===== config.mk =====
export PLATFORM = sky130hd
export DESIGN_NAME = stopwatch_display_scanner
export DESIGN_NICKNAME = d
export VERILOG_FILES = /design/src/rtl/stopwatch_display_scanner.sv
export SDC_FILE = /design/constraint.sdc
export NUM_CORES = 1
export LEC_CHECK = 0
export BUFFER_PORTS_ARGS = -buffer_cell sky130_fd_sc_hd__buf_2
export CORE_ASPECT_RATIO = 0.9
export CORE_MARGIN = 5
export CORE_UTILIZATION = 56
export DETAILED_ROUTE_END_ITERATION = 10
export PLACE_DENSITY_LB_ADDON = 0.1
export SETUP_SLACK_MARGIN = 0.05
export SYNTH_ARGS = -nofsm -noshare
export SYNTH_HDL_FRONTEND = slang
export SYNTH_SLANG_ARGS = --single-unit

===== constraint.sdc =====
create_clock -name CLK -period 2.5 [get_ports CLK]
set_clock_uncertainty 0.15 [all_clocks]
set_input_delay 0.125 -clock CLK [delete_from_list [all_inputs] [get_ports CLK]]
set_output_delay 0.125 -clock CLK [all_outputs]
set_load 0.1 [all_outputs]

===== src/rtl/stopwatch_display_scanner.sv =====
// Four-digit BCD stopwatch (SS.hh) with a free-running digit-scan multiplexer feeding a hex display decoder.
// Digits change on the tick edge; BINARY/DOT follow the registered digits and SEGMENT combinationally.
module stopwatch_display_scanner #(
  parameter int TICK_DIV = 1_000_000,
  parameter int SCAN_DIV = 100_000
) (
  input  logic       CLK,
  input  logic       RESET,
  input  logic       START_STOP,
  input  logic       CLEAR,
  output logic [3:0] BINARY,
  output logic [1:0] SEGMENT,
  output logic       DOT,
  output logic       ROLLOVER
);

  // Keep counters at least one bit wide so a divide-by-1 still elaborates.
  localparam int TW = (TICK_DIV > 1) ? $clog2(TICK_DIV) : 1;
  localparam int SW = (SCAN_DIV > 1) ? $clog2(SCAN_DIV) : 1;
  localparam logic [TW-1:0] TICK_MAX = TW'(TICK_DIV - 1);
  localparam logic [SW-1:0] SCAN_MAX = SW'(SCAN_DIV - 1);

  typedef enum logic [1:0] {IDLE, RUNNING, PAUSED} state_t;

  state_t          state;
  logic [TW-1:0]   presc;
  logic [SW-1:0]   scan_cnt;
  logic [3:0][3:0] dig;
  logic [3:0][3:0] dig_next;
  logic [4:0]      carry;
  logic            tick;

  // carry[4] set means every digit wrapped: 99.99 -> 00.00.
  always_comb begin
    tick     = (state == RUNNING) && (presc == TICK_MAX);
    carry    = '0;
    dig_next = dig;
    carry[0] = tick;
    for (int i = 0; i < 4; i++) begin
      if (carry[i]) begin
        dig_next[i] = (dig[i] == 4'd9) ? 4'd0 : dig[i] + 4'd1;
      end
      carry[i+1] = carry[i] && (dig[i] == 4'd9);
    end
  end

  always_ff @(posedge CLK or posedge RESET) begin
    if (RESET) begin
      state    <= IDLE;
      presc    <= '0;
      dig      <= '0;
      ROLLOVER <= 1'b0;
    end else if (CLEAR) begin
      state    <= IDLE;
      presc    <= '0;
      dig      <= '0;
      ROLLOVER <= 1'b0;
    end else begin
      ROLLOVER <= carry[4];
      if (state == RUNNING) begin
        presc <= tick ? '0 : presc + TW'(1);
        dig   <= dig_next;
      end
      if (START_STOP) begin
        case (state)
          IDLE:    state <= RUNNING;
          RUNNING: state <= PAUSED;
          PAUSED:  state <= RUNNING;
          default: state <= IDLE;
        endcase
      end
    end
  end

  // Scan runs in every state and ignores CLEAR so the display keeps refreshing.
  always_ff @(posedge CLK or posedge RESET) begin
    if (RESET) begin
      scan_cnt <= '0;
      SEGMENT  <= 2'd0;
    end else if (scan_cnt == SCAN_MAX) begin
      scan_cnt <= '0;
      SEGMENT  <= SEGMENT + 2'd1;
    end else begin
      scan_cnt <= scan_cnt + SW'(1);
    end
  end

  assign BINARY = dig[SEGMENT];
  assign DOT    = (SEGMENT == 2'd2);

endmodule


==> results of run 1 <==
-- state kept, by name, indices dropped and copies added (netlist names) --
register / count
SEGMENT: 2
state: 2
ROLLOVER: 1
scan_cnt: 17
dig: 16
presc: 20
-- repair_timing --
action / in CTS / in global routing
endpoints found under the setup margin: 0 / 5
hold endpoints to repair: 22 / 0
gates resized for setup: 0 / 4
buffers inserted: 0 / 3
hold buffers: 2 / 0
-- layout make-up --
cell class | count | area [µm²] | area share, %
sequential | 58 | 1450 | 37.8
clock inverter | 7 | 141 | 3.69
tap | 70 | 87.6 | 2.28
clock buffer | 9 | 124 | 3.23
inverter | 14 | 52.6 | 1.37
multi-input combinational | 245 | 1700 | 44.4
timing repair buffer | 37 | 275 | 7.18
-- power by group through the flow --
stage,Clock [mW],Combinational (mW),Sequential [mW]
floorplan,0,0.0504,0.965
global placement,0,0.0832,0.966
detailed placement,0,0.0840,0.966
CTS,1.17,0.0866,0.948
global route,1.22,0.0968,0.948
finish,1.15,0.0843,0.949
-- synthesized netlist by cell type (4+ instances only) --
master,count,area share (%)
a21oi_1,14,2.2
and3_1,6,1.2
and3b_1,4,1.1
and4_1,7,1.9
clkbuf_1,7,0.81
dfrtp_1,58,45
ha_1,11,4.2
inv_1,14,1.6
mux2_2,5,1.7
mux4_2,4,2.8
nand2_1,11,1.3
nand3_1,18,2.8
nand4_1,6,1.2
nor2_1,27,3.1
nor2b_1,8,1.5
nor3_1,19,2.9
nor4_1,5,0.96
o2111ai_1,4,1.1
o21ai_0,18,2.8
or3_1,10,1.9
or4_1,7,1.6
xnor2_1,9,2.4
xor2_1,15,4.0
-- layer usage --
layer	vias to the layer above	routed length, µm
li1	1299	-
met1	1270	3430
met2	58	3220
met3	7	357
met4	0	56
met5	-	0
-- worst register-to-register path, cell delays in order, from the launching register on --
cell	delay, ns
dfrtp_1	0.39
or3_4	0.40
or4_4	0.55
or4_1	0.53
a32o_1	0.27
-- kinds of logic (layout without fill, tap and decap cells) --
family,count (synthesis),in the layout,synth area share (%)
adder cells (fa/ha/maj),11,11,4.24
AO/OA/AOI/OAI,59,59,11.8
XOR/XNOR,24,24,6.47
AND/OR/NAND/NOR,140,140,24.6
multiplexers,11,11,5.13
buffers and inverters,26,67,3.12
flip-flops,58,58,44.7
-- final timing paths --
| kind | to | startpoint |
|---|---|---|
| max in group asynchronous | dig[2]$_DFFE_PP0P_ | RESET |
| max | dig[15]$_DFFE_PP0P_ | presc[15]$_DFFE_PP0P_ |
| min reg2reg | scan_cnt[0]$_DFF_PP0_ | scan_cnt[0]$_DFF_PP0_ |
| min | dig[4]$_DFFE_PP0P_ | CLEAR |
| min in group asynchronous | scan_cnt[6]$_DFF_PP0_ | RESET |
| max reg2reg | dig[15]$_DFFE_PP0P_ | presc[15]$_DFFE_PP0P_ |
==> results.cfg, run 1 <==
[drt]
vias_per_inst = 5.99
vias = 2634
routed_wirelength_um = 7060
drt_pass1_iterations = 4
detail_route.drc_violations = 0
first_iter_violations = 138
ant_nets = 0
post_drt_wl_per_cell_um = 16.1

[global_route]
grt_max_degree = 24
grt_pass1_vias = 2485
globalRoute.totalOverflow = 0
grt_util_all_layers_pct = 21.0
global_route.peak_usage_layer = met2
met3_usage_pct = 5.34
number_of_antenna_violations_at_the_first_check_in_global_routing = 0
grt.met2_usage_pct = 33.1
grt_first_pass_wirelength_um = 12500
grt_util_met1_pct = 29.7

[pwr]
cell_internal_pwr_mw = 1.73
sequentialPowerShare_pct = 43.6
power.switching_fraction_pct = 20.5
max-vdd-ir-drop_uv = 592
power_density_nw_per_um2 = 568
clkPwrFrac_pct = 52.6
leakage_nw = 1.66
net-switching-power_mw = 0.446
finalPower_mw = 2.18
power_frac_comb_pct = 3.9

[worst_setup_path]
max_stage_delay_ns = 0.55
cp_max_fo = 3
timing.critical_path.from_type = flip-flop
cpMaxStageDelayCell = or4_4
family_with_the_most_delay_on_the_worst_path = simple AND/OR/NAND/NOR gates
worst_ep_arrival_time_ns = 2.48
worstSetupPathDepth = 4
sum_of_buffers_and_inverters_on_the_critical_path = 0
critical_setup_path_kind = reg2reg
timing.critical_path.cells = or3_4 > or4_4 > or4_1 > a32o_1
ff2ff_setup_slack_ns = 0.1
worstSetupEndpointType = flip-flop
ff2ff_path_depth = 4
worst_ep_required_time_ns = 2.57

[placement]
hpwlAfterDp_um = 5100
post-place-cells = 419
detailed_place.area_um2 = 3510
place_worst_setup_slack_ns = 0.0729
i_o_buffers = 11
place.gp.congestion = 0.910

[final_layout]
post_layout_nonfiller_instances = 440
finalCoreUtilization_pct = 67.7
area.growth.synth_to_final_pct = 18.1
antenna-diode-count = 0
commonest_non_fill_non_tap_cell_in_the_layout = dfrtp_1
final_layout_size_suffix_gt1_share_pct = 18.4
finalInstanceArea_um2 = 3830
layout.cells.most_common_list = dfrtp_1 (58), nor2_1 (27), buf_4 (22), nor3_1 (19)
n_fill_cell = 461
nets = 380

[synth]
seq_area_frac_synth_pct = 44.7
synth_area_um2 = 3250
ys_types = 47
ys.warnings.count = 0
average_cell_area_after_synthesis_um2 = 9.87
syn_inst = 329
synth-edff-count = 0
ys_ff_latch = 58
asyncSetResetFlopFracSynth_pct = 100
postSynthNetCount = 344
synth_top_flop_cell = dfrtp_1

[clock_network]
worst_skew_pair.late_latency_ns = 0.33
cts_num_sinks = 58
htree_num_levels = 3
path_clk_slew_ns = 0.07
cts.path.max_buffers = 2
cts_buffers = 9
clk_root_buffer_cell = clkbuf_8
tritoncts_clock_tree = built

[timing]
grt_setup_unrepaired = no
whs_ns = 0.0448
final.period_utilization_pct = 96.1
drv_slew = 0
setup_total_negative_slack_ns = 0
worst_slew_pin_tran_ns = 0.612
setup_viol_count_final = 0
fmax_mhz = 416
finalWorstPathRequiredPeriod_ns = 2.40
worst_slack_ns = 0.0973
report.final.hold_viol_count = 0
timing.slew.headroom_pct = 59.2

[worst_hold_path]
hold_path_class = in2reg
hold_depth = 2

[flow_run]
cap_violations = 0

[floorplan]
core_area_um2 = 5660
floorplan.die.height_um = 82.2
die_w_um = 90.3
ioPinCount = 12
core.rowCount = 26
start_util_pct = 57.4
die_area_um2 = 7420

[run_status]
outcome = finished, final reports clean
No activity file was read; power rests on OpenSTA's default activity.
==> run 2, diff against run 1 <==
- CAP_MARGIN: default -> 10
- CORE_UTILIZATION: 56 -> 62
- clock period: 2.5 -> 2.72 ns (I/O delays scaled with it)
==> results.cfg, run 2 (synthesized netlist as in run 1, its figures left out) <==
[run_status]
outcome = finished, final reports clean

[final_layout]
multi_input_comb_area_um2 = 1690
finalCoreUtilization_pct = 70.1
area.growth.synth_to_final_pct = 11.4
nets = 365
layout.cells.most_common_list = dfrtp_1 (58), nor2_1 (27), nor3_1 (19), nand3_1 (18), o21ai_0 (18)
largest-register = presc
commonest_non_fill_non_tap_cell_in_the_layout = dfrtp_1
n_fill_cell = 409
antenna-diode-count = 0
seqCellArea_um2 = 1450
final_layout_size_suffix_gt1_share_pct = 13.9
largest_register_ff_count = 20
reg.largest.list = presc (20), scan_cnt (17), dig (16)

[flow_run]
cap_violations = 0

[clock_network]
clk_root_buffer_cell = clkbuf_8
htree_num_levels = 3
cts.path.max_buffers = 2
cts_buffers = 9
tritoncts_clock_tree = built
cts_num_sinks = 58
worst_skew_pair.late_latency_ns = 0.34
path_clk_slew_ns = 0.07
cts_resized = 0

[timing]
whs_ns = 0.0447
grt_setup_unrepaired = no
setup_viol_count_final = 0
setup_total_negative_slack_ns = 0
drv_slew = 0
timing.slew.headroom_pct = 52.1
final.period_utilization_pct = 94.0
worst_slew_pin_tran_ns = 0.719
fmax_mhz = 391
report.final.hold_viol_count = 0
finalWorstPathRequiredPeriod_ns = 2.56

[pwr]
max-vdd-ir-drop_uv = 406
leakage_nw = 1.55
power_density_nw_per_um2 = 478

[worst_setup_path]
worstSetupEndpointType = flip-flop
worst_ep_arrival_time_ns = 2.63
worst_ep_required_time_ns = 2.79
family_with_the_most_delay_on_the_worst_path = simple AND/OR/NAND/NOR gates
cpMaxStageDelayCell = or4_4
crit_top_cell = or4_4
max_stage_delay_ns = 0.58
timing.critical_path.from_type = flip-flop
cp_max_fo = 6
timing.critical_path.cells = or4_4 > or4_4 > nor3_1 > mux2_2
sum_of_buffers_and_inverters_on_the_critical_path = 0
critical_setup_path_kind = reg2reg

[drt]
vias_per_inst = 6.09
first_iter_violations = 154
ant_nets = 0
vias = 2556
post_drt_wl_per_cell_um = 16.2
routed_wirelength_um = 6800
drt_pass1_iterations = 4
detail_route.drc_violations = 0

[global_route]
grt_max_degree = 59
grt_pass1_vias = 2526
grt_first_pass_wirelength_um = 12100
globalRoute.totalOverflow = 0
grt_util_all_layers_pct = 22.5
number_of_antenna_violations_at_the_first_check_in_global_routing = 0

[floorplan]
die_w_um = 86.3
die_area_um2 = 6790
core_area_um2 = 5160
floorplan.die.height_um = 78.7
start_util_pct = 62.9
core.rowCount = 25
ioPinCount = 12

[placement]
place.gp.congestion = 0.813
i_o_buffers = 11
hpwlAfterDp_um = 4730

[worst_hold_path]
hold_path_class = in2reg
==> run 2: cell count changes in the layout (fill, tap and decap cells not counted), sizes merged <==
cell	previous run	this run
bufinv	4	1
clkbuf	9	11
clkinvlp	1	0
buf	35	20
==> run 2: worst register-to-register path, cell delays in order (launching register included) <==
cell and delay, ns:
dfrtp_1 0.42, or4_4 0.58, or4_4 0.44, nor3_1 0.46, mux2_2 0.40
==> run 2: final timing paths <==
path                                  startpoint                     to  slack [ns]  cells after the start
max                        presc[11]$_DFFE_PP0P_    dig[12]$_DFFE_PP0P_        0.16                      4
min                                        CLEAR   state[0]$_DFFE_PP0P_        0.04                      2
max reg2reg                presc[11]$_DFFE_PP0P_    dig[12]$_DFFE_PP0P_        0.16                      4
min reg2reg                scan_cnt[0]$_DFF_PP0_  scan_cnt[0]$_DFF_PP0_        0.34                      1
max in group asynchronous                  RESET     dig[0]$_DFFE_PP0P_        1.54                      4
min in group asynchronous                  RESET   presc[7]$_DFFE_PP0P_        0.40                      4
==> run 2: final cells by class <==
class | count | area share (%)
clock buffers | 11 | 4.19
clock inverters | 3 | 1.11
inverters | 14 | 1.45
multi-input cells | 245 | 46.9
flip-flops and latches | 58 | 40.1
well taps | 67 | 2.32
repair buffers | 22 | 3.94
==> run 2: report_power, final <==
group          internal, mW  switching [mW]  leakage, nW  total, mW
logic                0.0202          0.0501        0.657     0.0703
registers             0.868         0.00523        0.794      0.873
clock network         0.459           0.325        0.101      0.785
==> run 2: layer usage <==
layer	vias to the layer above	track usage (%)	share of wire (%)
li1	1264	-	-
met3	7	6.09	3.5
met4	0	5.61	1.0
met5	-	0	0
met2	45	36.1	46
met1	1240	30.5	49
==> run 2: timing repair <==
action,in CTS,in global routing
setup buffers,0,0
setup endpoints to repair,0,0
endpoints found under the hold margin,60,0
hold buffers,2,0
==> run 2: through the flow <==
step / setup WS (ns) / power [mW] / std cells / instance area [µm²]
CTS: 0.186 / 1.75 / 420 / 3620
floorplan: 0.311 / 0.933 / 329 / 3250
finish: 0.164 / 1.73 / 420 / 3620
global route: 0.121 / 1.80 / 420 / 3620
global placement: 0.244 / 0.957 / 404 / 3400
detailed placement: 0.187 / 0.957 / 404 / 3400
